**config.mk**
```make
export PLATFORM = sky130hd
export DESIGN_NAME = vga_scan_out
export DESIGN_NICKNAME = d
export VERILOG_FILES = /design/src/rtl/vga_scan_out.sv
export SDC_FILE = /design/constraint.sdc
export NUM_CORES = 1
export LEC_CHECK = 0
export CORE_AREA = 5 5 119 99
export DETAILED_ROUTE_END_ITERATION = 16
export DIE_AREA = 0 0 124 104
export PLACE_DENSITY = 0.75
export SKIP_CTS_REPAIR_TIMING = 1
export SLEW_MARGIN = 25
export SYNTH_ARGS = -nofsm -noshare
export SYNTH_HDL_FRONTEND = slang
export SYNTH_SLANG_ARGS = --single-unit
```
**constraint.sdc**
```tcl
create_clock -name clk -period 2.1 [get_ports clk]
set_clock_uncertainty 0.05 [all_clocks]
set_input_delay 0.63 -clock clk [delete_from_list [all_inputs] [get_ports clk]]
set_output_delay 0.63 -clock clk [all_outputs]
set_load 0.02 [all_outputs]
```
**src/rtl/vga_scan_out.sv**
```systemverilog
// Raster timing master and latency-aligned VGA pixel output stage.
// Also snapshots the displayed variables once per frame during vertical blank.
module vga_scan_out #(
    parameter int   H_ACTIVE = 640,
    parameter int   H_FP     = 16,
    parameter int   H_SYNC   = 96,
    parameter int   H_BP     = 48,
    parameter int   V_ACTIVE = 480,
    parameter int   V_FP     = 10,
    parameter int   V_SYNC   = 2,
    parameter int   V_BP     = 33,
    parameter logic SYNC_POL = 1'b0,
    parameter int   PIPE_LAT = 2
) (
    input  logic        clk,
    input  logic        reset_n,
    input  logic [5:0]  color_px,
    input  logic        hold,
    input  logic [15:0] var_in1,
    input  logic [15:0] var_in2,
    input  logic [15:0] var_in3,
    input  logic [15:0] var_in4,
    output logic [9:0]  x_px,
    output logic [9:0]  y_px,
    output logic [15:0] var1,
    output logic [15:0] var2,
    output logic [15:0] var3,
    output logic [15:0] var4,
    output logic        frame_tick,
    output logic        hsync,
    output logic        vsync,
    output logic [5:0]  rgb
);

    localparam logic [9:0] H_ACT    = 10'(H_ACTIVE);
    localparam logic [9:0] V_ACT    = 10'(V_ACTIVE);
    localparam logic [9:0] H_LAST   = 10'(H_ACTIVE + H_FP + H_SYNC + H_BP - 1);
    localparam logic [9:0] V_LAST   = 10'(V_ACTIVE + V_FP + V_SYNC + V_BP - 1);
    localparam logic [9:0] HS_FIRST = 10'(H_ACTIVE + H_FP);
    localparam logic [9:0] HS_LAST  = 10'(H_ACTIVE + H_FP + H_SYNC - 1);
    localparam logic [9:0] VS_FIRST = 10'(V_ACTIVE + V_FP);
    localparam logic [9:0] VS_LAST  = 10'(V_ACTIVE + V_FP + V_SYNC - 1);

    typedef struct packed {
        logic act;
        logic hs;
        logic vs;
    } scan_flags_t;

    scan_flags_t flags_raw;
    scan_flags_t flags_d;
    logic        snap;

    // NOTE: sequential state uses non-blocking assignments so every register
    // samples pre-edge values regardless of statement order.
    always_ff @(posedge clk or negedge reset_n) begin
        if (!reset_n) begin
            x_px <= '0;
            y_px <= '0;
        end else if (x_px == H_LAST) begin
            x_px <= '0;
            y_px <= (y_px == V_LAST) ? 10'd0 : y_px + 10'd1;
        end else begin
            x_px <= x_px + 10'd1;
        end
    end

    always_comb begin
        flags_raw     = '0;
        flags_raw.act = (x_px < H_ACT) && (y_px < V_ACT);
        flags_raw.hs  = (x_px >= HS_FIRST) && (x_px <= HS_LAST);
        flags_raw.vs  = (y_px >= VS_FIRST) && (y_px <= VS_LAST);
    end

    // Delay the flags so they line up with color_px coming back from the overlays.
    generate
        if (PIPE_LAT == 0) begin : g_no_delay
            assign flags_d = flags_raw;
        end else begin : g_delay
            scan_flags_t stage [PIPE_LAT];

            // NOTE: the delay line is reset (it is only a few flops) so the first
            // PIPE_LAT pixels after reset come out blank with inactive sync.
            always_ff @(posedge clk or negedge reset_n) begin
                if (!reset_n) begin
                    for (int i = 0; i < PIPE_LAT; i++) stage[i] <= '0;
                end else begin
                    stage[0] <= flags_raw;
                    for (int i = 1; i < PIPE_LAT; i++) stage[i] <= stage[i-1];
                end
            end

            assign flags_d = stage[PIPE_LAT-1];
        end
    endgenerate

    always_ff @(posedge clk or negedge reset_n) begin
        if (!reset_n) begin
            rgb   <= '0;
            hsync <= ~SYNC_POL;
            vsync <= ~SYNC_POL;
        end else begin
            rgb   <= flags_d.act ? color_px : 6'd0;
            hsync <= flags_d.hs ? SYNC_POL : ~SYNC_POL;
            vsync <= flags_d.vs ? SYNC_POL : ~SYNC_POL;
        end
    end

    // Start of the first blank line: the whole visible frame has been scanned.
    assign snap       = (x_px == 10'd0) && (y_px == V_ACT);
    assign frame_tick = snap;

    always_ff @(posedge clk or negedge reset_n) begin
        if (!reset_n) begin
            var1 <= '0;
            var2 <= '0;
            var3 <= '0;
            var4 <= '0;
        end else if (snap && !hold) begin
            var1 <= var_in1;
            var2 <= var_in2;
            var3 <= var_in3;
            var4 <= var_in4;
        end
    end

endmodule

```
==> flow_summary_export.csv <==
group,metric,value,unit
outcome,outcome,"finished, violations left",
outcome,failed_checks,"negative setup slack",
detailed_routing,wl,9870,um
sta,fmax,436,MHz
global_route,grt-busiest-layer,"met2",
power,peakVddDrop,374,uV
detailed_routing,post_drt_via_cell_ratio,4.70,
global_route,grt_usage,14.9,%
final_layout,syn_to_final_growth,63.8,%
placed_design,place.gp.congestion,0.766,
global_route,grt_first_pass_wirelength,15100,um
floorplanning,ios,166,
floorplanning,core_area,0.0105,mm2
setup_path,required,1.42,ns
clock_tree,cts_buffers,9,
global_route,grt_max_degree,99,
sta,max_slew.worst_pin.slew,0.553,ns
final_layout,drive_above_1_share,26.0,%
setup_path,start_kind,"register",
setup_path,crit_fanout,2,
setup_path,critPathCaptureType,"output pin",
power,p_per_area,647,mW/mm2
detailed_routing,postRouteAntennaNets,0,
logic_synthesis,ys_warn_count,0,
logic_synthesis,ys_async_sr_fraction,100,%
sta,rsz0062_at_grt,"yes",
global_route,grt-ovfl-total,0,
logic_synthesis,avgSynthCellArea,14.5,um2
clock_tree,cts.reportedPaths.clkPinSlew,0.06,ns
sta,hold_viol_final,0,
sta,slew_viol_final,0,
final_layout,layout.nets,542,
global_route,grtUsageMet2,25.2,%
logic_synthesis,synth_cells,267,
placed_design,dp_hpwl,7090,um
floorplanning,fp.dieH,104,um
sta,setup_ws,-0.193,ns
sta,fin_crit_sh,109,%
clock_tree,cts_buffer_depth,2,
clock_tree,clock_latency,0.33,ns
floorplanning,die_area,0.0129,mm2
detailed_routing,drtIter0Drc,80,
power,power.static_leakage,0.00304,uW
sta,timing.setup.tns,-6.32,ns
setup_path,path_class,"reg2out",
final_layout,fillerInstances,813,
logic_synthesis,synth-seq-cells,98,
detailed_routing,via_count,2883,
clock_tree,cts_tree,"yes",
logic_synthesis,synth_area,0.00386,mm2
final_layout,insertedDiodeCount,0,
logic_synthesis,synth_nets,344,
global_route,grt_pass1_vias,3032,
floorplanning,die_w,124,um
sta,finalSetupViolations,52,
placed_design,numPortBuffers,165,
setup_path,cp_data_arrival_time,1.61,ns
detailed_routing,drcViolationCount,0,
global_route,antenna_found_initial,0,
clock_tree,cts_max_level,3,
global_route,grt.met3_usage,5.22,%
logic_synthesis,synth.area.top_cells,"dfrtp_1, mux2_2, buf_6",
run,drv_cap,0,
clock_tree,cts_root_buf,"clkbuf_16",
logic_synthesis,post-synth-top-area-cell,"dfrtp_1",
sta,slew_headroom,63.2,%
sta,period_needed,2.29,ns
logic_synthesis,synth_edf_count,0,
logic_synthesis,synthDistinctLibCells,30,
clock_tree,cts.sinks,98,
logic_synthesis,yosys.area.top_type_share,62.2,%
detailed_routing,wl_per_cell,16.1,um
global_route,met1_usage,18.0,%
power,power.total,4100,uW
worst_hold_path,hold_path_class,"in2async",
floorplanning,rows,34,
detailed_routing,drt_pass1_iterations,4,
logic_synthesis,synth_top_flop_cell,"dfrtp_1",
logic_synthesis,seq_area_frac_synth,63.5,%
floorplanning,start_util,36.8,%
## critical path: stages, from the launching register on
cell      delay [ns]
dfrtp_2         0.41
inv_2           0.05
ha_1            0.13
nor4bb_4        0.30
nand3_1         0.10
nor2_1          0.13
buf_4           0.16
## through the flow
step	hold WS (ns)	area [um2]	utilization [%]	std cells	worst slack, ns
after global placement	0.285	5870	55.8	593	-0.300
after CTS	0.299	6170	58.8	609	-0.686
final	0.235	6330	60.3	614	-0.193
after detailed placement	0.286	5870	55.8	593	-0.312
after floorplan	0.281	3890	-	267	-0.129
after global routing	0.316	6330	60.3	614	-0.304
## routing by layer
metal	vias up	wire (um)
li1	1346	-
met1	1423	4160
met2	105	4810
met3	9	808
met4	0	100
met5	-	0
## placed cells by master (no fill, tap or decap), types with 4 or more instances in the layout
cell type        count
xnor2_1              7
nor2_1               9
dfrtp_2              7
and2_1               7
buf_12               4
buf_4               25
inv_1                4
dlymetal6s2s_1      22
mux2_2              59
nand4_1              7
nand3_1              8
ha_1                 4
dfrtp_1             89
mux2_1               5
clkbuf_16           12
xor2_1               5
clkdlybuf4s50_1    141
nand2_1              9
o21ai_0              5
and3_1               7
## cell type report
cell class / count / area [um2] / share of cell area, %
Tap cell: 144 / 180 / 2.85
Clock inverter: 5 / 63.8 / 1.01
Sequential cell: 98 / 2460 / 38.9
Multi-Input combinational cell: 154 / 1330 / 20.9
Clock buffer: 11 / 243 / 3.83
Timing Repair Buffer: 195 / 2030 / 32.1
Inverter: 7 / 26.3 / 0.415
## cell families (layout without fill, tap and decap cells)
group	Yosys count	after routing	share of synthesized area, %
DFF	98	98	63.5
muxes	64	64	18.6
and+or+nand+nor	62	62	9.39
buffers and inverters	15	218	2.62
AOI/OAI and AO/OA	12	12	1.81
xor gates and xnor gates	12	12	2.72
adders and majority gates	4	4	1.29
## synthesized netlist by cell type, types with 4 or more instances
master   number
o21ai_0       5
mux2_1        5
nor2_1        9
xor2_1        5
and3_1        8
dfrtp_1      96
nand2_1       9
buf_6         6
xnor2_1       7
nand3_1       8
mux2_2       59
inv_1         7
nand4_1       7
ha_1          4
and2_1        7
## registers in the layout, indices dropped and copies added (netlist names)
signal	flops
g_delay.stage	3
x_px	10
vsync	1
var3	16
var1	16
y_px	10
flags_d	3
hsync	1
var2	16
var4	16
rgb	6
## power breakdown
part,internal [uW],total [uW],switching [uW]
registers,1960,1990,31.6
clock network,962,1640,679
logic,279,468,189
total,3200,4100,900
## worst paths after layout
| kind | startpoint | end | slack (ns) | cells after the start |
|---|---|---|---|---|
| min in group clk | g_delay.stage[3]$_DFF_PN0_ | flags_d[0]$_DFF_PN0_ | 0.30 | 0 |
| worst max-delay path | x_px[0]$_DFF_PN0_ | frame_tick | -0.19 | 6 |
| worst max register to register | y_px[8]$_DFFE_PN0N_ | var2[11]$_DFFE_PN0P_ | -0.16 | 7 |
| worst min-delay path | reset_n | x_px[4]$_DFF_PN0_ | 0.23 | 2 |
| max in group asynchronous | reset_n | y_px[5]$_DFFE_PN0N_ | 1.26 | 2 |
| worst min register to register | g_delay.stage[3]$_DFF_PN0_ | flags_d[0]$_DFF_PN0_ | 0.30 | 0 |
(Power assumes the default switching activity.)
